[src/rtl/alu_secuenciador_pkg.sv]
// Shared definitions for the ALU command sequencer: default sizes,
// ALU select codes and the sequencer FSM state encodings.
package alu_secuenciador_pkg;

    // Default data width (must match the ALU) and register file depth
    localparam int DEF_N    = 3;
    localparam int DEF_NREG = 4;

    // ALU select codes; 10..15 make the ALU output zero
    localparam logic [3:0] SEL_ADD = 4'd0;
    localparam logic [3:0] SEL_SUB = 4'd1;
    localparam logic [3:0] SEL_INC = 4'd2;
    localparam logic [3:0] SEL_DEC = 4'd3;
    localparam logic [3:0] SEL_AND = 4'd4;
    localparam logic [3:0] SEL_OR  = 4'd5;
    localparam logic [3:0] SEL_NOT = 4'd6;
    localparam logic [3:0] SEL_XOR = 4'd7;
    localparam logic [3:0] SEL_SHL = 4'd8;
    localparam logic [3:0] SEL_SHR = 4'd9;

    // Sequencer states; encoding 2'd3 is unreachable and recovers to idle
    typedef logic [1:0] state_t;
    localparam state_t ST_IDLE = 2'd0;
    localparam state_t ST_EXEC = 2'd1;
    localparam state_t ST_DONE = 2'd2;

endpackage

[src/rtl/alu_banco_reg.sv]
// Register file for the sequencer: NREG x N, one synchronous write port,
// two asynchronous operand read ports and an asynchronous debug read port.
module alu_banco_reg
    import alu_secuenciador_pkg::*;
#(
    parameter int N    = DEF_N,
    parameter int NREG = DEF_NREG,
    parameter int AW   = $clog2(NREG)
) (
    input  logic          clk,
    input  logic          rst,
    input  logic          we,
    input  logic [AW-1:0] waddr,
    input  logic [N-1:0]  wdata,
    input  logic [AW-1:0] ra_addr,
    input  logic [AW-1:0] rb_addr,
    input  logic [AW-1:0] dbg_addr,
    output logic [N-1:0]  ra_data,
    output logic [N-1:0]  rb_data,
    output logic [N-1:0]  dbg_data
);

    logic [N-1:0] rf [NREG];

    // Clear every register on reset, otherwise write one entry when enabled
    always_ff @(posedge clk or posedge rst) begin
        if (rst) begin
            for (int i = 0; i < NREG; i++) begin
                rf[i] <= '0;
            end
        end else if (we) begin
            rf[waddr] <= wdata;
        end
    end

    assign ra_data  = rf[ra_addr];
    assign rb_data  = rf[rb_addr];
    assign dbg_data = rf[dbg_addr];

endmodule

[src/rtl/alu_secuenciador.sv]
// Command sequencer for an external combinational ALU. Accepts one command
// at a time (valid/ready), presents registered operands to the ALU, then
// writes the result (or an immediate) back and pulses done.
module alu_secuenciador
    import alu_secuenciador_pkg::*;
#(
    parameter int N    = DEF_N,
    parameter int NREG = DEF_NREG,
    parameter int AW   = $clog2(NREG)
) (
    input  logic          clk,
    input  logic          rst,
    input  logic          cmd_valid,
    output logic          cmd_ready,
    input  logic          cmd_ld,
    input  logic [3:0]    cmd_sel,
    input  logic          cmd_flagin,
    input  logic [AW-1:0] cmd_rd,
    input  logic [AW-1:0] cmd_ra,
    input  logic [AW-1:0] cmd_rb,
    input  logic [N-1:0]  cmd_imm,
    output logic [N-1:0]  alu_a,
    output logic [N-1:0]  alu_b,
    output logic          alu_flagin,
    output logic [3:0]    alu_select,
    input  logic [N-1:0]  alu_res,
    input  logic          alu_neg,
    input  logic          alu_zero,
    input  logic          alu_cout,
    input  logic          alu_ovf,
    output logic [3:0]    flags,
    output logic          done,
    input  logic [AW-1:0] dbg_addr,
    output logic [N-1:0]  dbg_data
);

    state_t        state;
    state_t        state_next;
    logic          accept;
    logic          ld_q;
    logic [AW-1:0] rd_q;
    logic [N-1:0]  imm_q;
    logic          rf_we;
    logic [N-1:0]  rf_wdata;
    logic [N-1:0]  ra_data;
    logic [N-1:0]  rb_data;

    assign cmd_ready = (state == ST_IDLE);
    assign accept    = cmd_valid && cmd_ready;
    assign done      = (state == ST_DONE);
    assign rf_we     = (state == ST_EXEC);
    assign rf_wdata  = ld_q ? imm_q : alu_res;

    alu_banco_reg #(
        .N    (N),
        .NREG (NREG),
        .AW   (AW)
    ) u_banco (
        .clk      (clk),
        .rst      (rst),
        .we       (rf_we),
        .waddr    (rd_q),
        .wdata    (rf_wdata),
        .ra_addr  (cmd_ra),
        .rb_addr  (cmd_rb),
        .dbg_addr (dbg_addr),
        .ra_data  (ra_data),
        .rb_data  (rb_data),
        .dbg_data (dbg_data)
    );

    // Next-state logic: idle -> exec on accept, exec -> done -> idle
    always_comb begin
        state_next = ST_IDLE;
        case (state)
            ST_IDLE: state_next = accept ? ST_EXEC : ST_IDLE;
            ST_EXEC: state_next = ST_DONE;
            ST_DONE: state_next = ST_IDLE;
            default: state_next = ST_IDLE;
        endcase
    end

    // State register
    always_ff @(posedge clk or posedge rst) begin
        if (rst) begin
            state <= ST_IDLE;
        end else begin
            state <= state_next;
        end
    end

    // Snapshot operands and command fields at accept; they hold until the next accept
    always_ff @(posedge clk or posedge rst) begin
        if (rst) begin
            alu_a      <= '0;
            alu_b      <= '0;
            alu_flagin <= 1'b0;
            alu_select <= 4'd0;
            ld_q       <= 1'b0;
            rd_q       <= '0;
            imm_q      <= '0;
        end else if (accept) begin
            alu_a      <= ra_data;
            alu_b      <= rb_data;
            alu_flagin <= cmd_flagin;
            alu_select <= cmd_sel;
            ld_q       <= cmd_ld;
            rd_q       <= cmd_rd;
            imm_q      <= cmd_imm;
        end
    end

    // Capture ALU flags at the end of an ALU op; loads leave them untouched
    always_ff @(posedge clk or posedge rst) begin
        if (rst) begin
            flags <= 4'd0;
        end else if (state == ST_EXEC && !ld_q) begin
            flags <= {alu_neg, alu_zero, alu_cout, alu_ovf};
        end
    end

endmodule
[config.mk]
export PLATFORM = sky130hd
export DESIGN_NAME = alu_secuenciador
export DESIGN_NICKNAME = d
export VERILOG_FILES = /design/src/rtl/alu_secuenciador_pkg.sv /design/src/rtl/alu_banco_reg.sv /design/src/rtl/alu_secuenciador.sv
export SDC_FILE = /design/constraint.sdc
export NUM_CORES = 1
export LEC_CHECK = 0
export ABC_CLOCK_PERIOD_IN_PS = 1970
export BUFFER_PORTS_ARGS = -buffer_cell sky130_fd_sc_hd__buf_2
export CORE_MARGIN = 10
export CORE_UTILIZATION = 50
export DETAILED_ROUTE_END_ITERATION = 16
export GPL_TIMING_DRIVEN = 0
export PLACE_DENSITY = 0.84
export SYNTH_ARGS = -nofsm -noshare
export SYNTH_HDL_FRONTEND = slang
export SYNTH_HIERARCHICAL = 1
export SYNTH_SLANG_ARGS = --single-unit
[constraint.sdc]
create_clock -name clk -period 1.97 [get_ports clk]
set_input_delay 0.0985 -clock clk [delete_from_list [all_inputs] [get_ports clk]]
set_output_delay 0.0985 -clock clk [all_outputs]
set_load 0.05 [all_outputs]
Word-level counts from Yosys, hierarchy flattened
Cells that the tools add are included.
{"block": "totals", "inputBits": 27, "output_inout_bits": 20, "reg_bits": 35, "wordCells": 44}
{"block": "classes", "eq_ne": 2, "bitwise_logic": 4, "reduce_logical": 5, "n_lt_le_gt_ge": 5, "muxes": 15}
{"cell": "two-way mux 3 bit", "n": 8}
{"cell": "binary-select mux 3 bit (select 2 bit)", "n": 3}
{"cell": "bitwise mux 12 bit", "n": 1}
{"cell": "greater-or-equal comparator 3 bit (second input constant)", "n": 4}
{"cell": "inverter 2 -> 3 bit", "n": 4}
{"cell": "demux 3 bit (select 2 bit)", "n": 1}
{"cell": "case mux 2 bit (2 select lines)", "n": 1}
{"cell": "logical AND 1 bit", "n": 3}
{"cell": "< comparator 3 x 1 -> 1 bit (second input constant)", "n": 1}
{"cell": "equality test 2 x 1 -> 1 bit (second input constant)", "n": 1}
{"cell": "equality test 2 bit (second input constant)", "n": 1}
{"cell": "zero test 2 bit", "n": 1}
{"cell": "zero test 1 bit", "n": 1}
{"cell": "two-way mux 1 bit", "n": 1}

Depth between registers and ports, before layout
{"block": "logic_depth", "word_depth": 6, "depth_mapped": 4, "ltp_nobuf": 3}

By module
Netlist, hierarchy kept.
{"mod": "alu_secuenciador", "cells_each": 55, "area_per_inst_um2": 950.9, "instances": 1, "seq_area_each_um2": 575.6}
{"mod": "alu_banco_reg", "cells_each": 38, "area_per_inst_um2": 680.7, "instances": 1, "seq_area_each_um2": 300.3}

Least setup slack after synthesis
OpenSTA, ideal clock, no wires.
{"block": "synth_timing", "path_kind": "register to register", "start": "reg state[1]", "end": "reg u_banco/rf[10] in the netlist's numbering", "slack_ns": 0.606, "path_stages_with_launch": 4, "path_buffers": 0, "setup_time_ns": 0.125, "required_time_ns": 1.845, "period_less_slack_ns": 1.364, "t_arrival_ns": 1.240, "path_cell_list": "dfrtp_1 > nor2b_1 > nor3b_4 > mux2_2"}
{"block": "synth_between", "elab_chain_len": 1}
{"element": "from (decl)", "line_no": "alu_secuenciador.sv:37", "text": "state_t state;"}
{"element": "from (signal assigned)", "line_no": "alu_secuenciador.sv:88", "text": "state <= state_next;"}
{"element": "equality test 2 x 1 -> 1 bit", "line_no": "alu_secuenciador.sv:51", "text": "assign rf_we = (state == ST_EXEC);"}
{"element": "net rf_we", "line_no": "alu_secuenciador.sv:43", "text": "logic rf_we;"}
{"element": "to (signal, indexed assignment)", "line_no": "alu_banco_reg.sv:32", "text": "rf[waddr] <= wdata;"}
{"element": "to (decl)", "line_no": "alu_banco_reg.sv:23", "text": "logic [N-1:0] rf [NREG];"}
The timed path passes the listed nets, and every way through them passes these cells.
A chain may end at the register's enable or synchronous reset.

Final worst setup path
{"block": "layout_timing", "start": "reg u_banco/rf[2] in the netlist's numbering", "end": "out dbg_data[2]"}
{"block": "layout_between", "elab_chain_len": 3}
{"element": "binary-select mux 3 bit (select 2 bit)", "line_no": "alu_banco_reg.sv:38", "text": "assign dbg_data = rf[dbg_addr];"}
{"element": "two-way mux 3 bit (implied by the code) (2 in series)", "line_no": "alu_banco_reg.sv:38"}
{"element": "to (decl)", "line_no": "alu_secuenciador.sv:34", "text": "output logic [N-1:0] dbg_data"}
Every way passes these cells. The select of a mux whose other input is x is not followed.

==> run metrics <==
critical path arrival approximately 1.5 ns; most common cell in the synthesized netlist dfrtp_1; fin crit period roughly 1.6 ns; largest fanout on the critical path 4; async set-reset flop share out of synthesis 100%; Setup crit start kind register; Commonest cells post-synth dfrtp_1, mux2_2, mux2_4, mux4_2; Rows 20; Final Non-Filler Cells a little over 200; width of the die just under 80 um; Setup violations, final 0; CTS tree yes; post-synthesis mux area share about two fifths; critical-path cell list mux4_2 > buf_2; Hold Vio Cnt, Final 0; CTS-repair resized insts 0; worst min-delay path class input pin to register; power density cells between 1000 and 1500 nW/um^2; pins over their slew limit 0; DRC 0; status finished, final reports clean; fmax 640 MHz; initial antenna violation count 0; Antenna Nets Post-Route 0; r2r startpoint state[1]; total of max-cap violations 0; Adder-Cell Fraction of Synth Area 0%; layout cells sized above 1 between 60% and 70%; fin nets around 190; num ports 47; antenna fix cells 0; Clock Path Buffers 2; Vias between 1000 and 1500; largest area contributor in the netlist dfrtp_1; highest-delay cell along the critical path mux4_2; Synth top area share a little over half; Mean Syn Cell Area between 15 and 20 um^2; GRT Resource Usage Total 12.9%; TritonCTS sink count 35; Placer Congestion approximately 0.84; clk slew on worst S/H paths approximately 0.11 ns; fraction of the yosys area taken by sequential cells ~54%; Synth area leaders dfrtp_1, mux2_2, mux4_2; GRT overflow 0; setup bufs post-CTS 0; Hold Startpoint alu_res[1]; Detailed Routing Iterations Pass 1 4; Slew HR about 44%; Synth Flop Type dfrtp_1; Max rail drop VDD 844 uV; Setup TNS 0 ns; Synth Area in XOR/XNOR 0%; CTS Buf Count 5; Clk Latency, worst-skew pair ~0.33 ns; Tcrit/Tclk final about four fifths; post-synthesis compound-gate area fraction 0%; fill cell count about 220; CP Data Required Time around 1.9 ns; HPWL after detailed placement 2650 um; RSZ-0062 raised after global routing false; distinct cell type count after synthesis 13; Worst path max stage delay slightly below 0.5 ns; Cells after DPL about 180; Worst Setup SP u_banco/rf[2]; cell count after synthesis between 90 and 100; IO buf count 46; effective utilization at floorplan around 53%; #FFs+latches synth 35; die height 77.1 um; DR vias/cell 5.10; flop2flop setup slack roughly 0.44 ns; post-route cell area about 2100 um^2; area delta synth->final 30.6%; P_leak around 0.97 nW; Placed Area ~1900 um^2; combinational family with the most area after synthesis multiplexers; simple-gate share of the synthesized area approximately 4.9%; CTS root buf clkbuf_4; largest net degree at the start of global routing 24; WHS about 0.19 ns; core area approximately 3000 um^2; CP Class register to output port; Worst Skew 0.0141 ns; syn nets 120; Die ar. between 5000 and 6000 um^2; initial drt markers between 40 and 50; vias in the first global route ~1200; wire per inst 17.2 um; CP endpoint kind output port; Post-synth EDFFs 0; Synth warnings 6; final wirelength between 3000 and 4000 um; first-pass GRT wire length between 6000 and 7000 um; CTS Hold Bufs 16; Slew @ Worst Pin approximately 0.84 ns; synthesized cell area around 1600 um^2; htree depth 2
==> metal layers <==
metal | global-route usage, % | wire, um | share of wire (%) | vias to the layer above
li1 | - | - | - | 492
met1 | 13.1 | 1340 | 38 | 538
met2 | 23.8 | 2010 | 56 | 21
met3 | 4.31 | 161 | 4.5 | 4
met4 | 4.93 | 53 | 1.5 | 0
met5 | 0 | 0 | 0 | -
==> layout make-up <==
cell class / count / area, um^2 / share of cell area (%)
flip-flops and latches: 35 / 876 / 41.1
multi-input cells: 54 / 722 / 33.9
repair buffers: 62 / 390 / 18.3
well taps: 44 / 55.1 / 2.58
clock buffers: 6 / 41.3 / 1.94
plain buffers: 2 / 26.3 / 1.23
clock inverters: 2 / 12.5 / 0.587
inverters: 2 / 7.51 / 0.352
==> layout by cell type, fill, tap and decap left out, drive strengths merged <==
cell / count
buf: 48
clkbuf: 6
clkinv: 1
clkinvlp: 1
dfrtp: 35
dlygate4sd3: 16
inv: 2
mux2: 36
mux4: 9
nand3: 1
nand3b: 2
nor2: 1
nor2b: 2
nor3b: 3
==> critical path, delay by kind of cell (launching register included) <==
kind                   cells  cell delay, ns
flip-flops                 1            0.42
multiplexers               1            0.49
buffers and inverters      1            0.23
==> cell families after synthesis <==
group | Yosys count
muxes | 45
DFF | 35
and+or+nand+nor | 9
buffers and inverters | 4
==> where the power goes <==
group	switching, mW	internal (mW)	leakage [nW]
Sequential	0.236	1.01	0.414
Combinational	0.894	0.628	0.532
Clock	0.225	0.138	0.0282
==> sequential cells by signal, indices dropped and copies added, names as in the netlist <==
register / cells
u_banco/rf: 12
alu_select: 4
imm_q: 3
alu_flagin: 1
alu_a: 3
state: 2
rd_q: 2
alu_b: 3
ld_q: 1
flags: 4
==> stage by stage <==
stage	setup WS [ns]	util [%]	power, mW
after global routing	0.326	69.2	3.33
after global placement	0.521	62.3	2.72
after CTS	0.395	69.2	3.17
after detailed placement	0.487	62.3	2.77
final	0.407	69.2	3.13
after floorplan	0.606	-	2.41
==> final timing paths <==
| kind | endpoint | depth (start not counted) |
|---|---|---|
| setup / recovery | dbg_data[2] | 2 |
| hold / removal | u_banco/rf[10] | 3 |
| setup reg to reg | u_banco/rf[11] | 3 |
| hold reg to reg | alu_a[1] | 1 |
| max in group asynchronous | alu_b[0] | 3 |
| min in group asynchronous | u_banco/rf[9] | 3 |
Note: power is estimated with default switching activity, not from simulation.
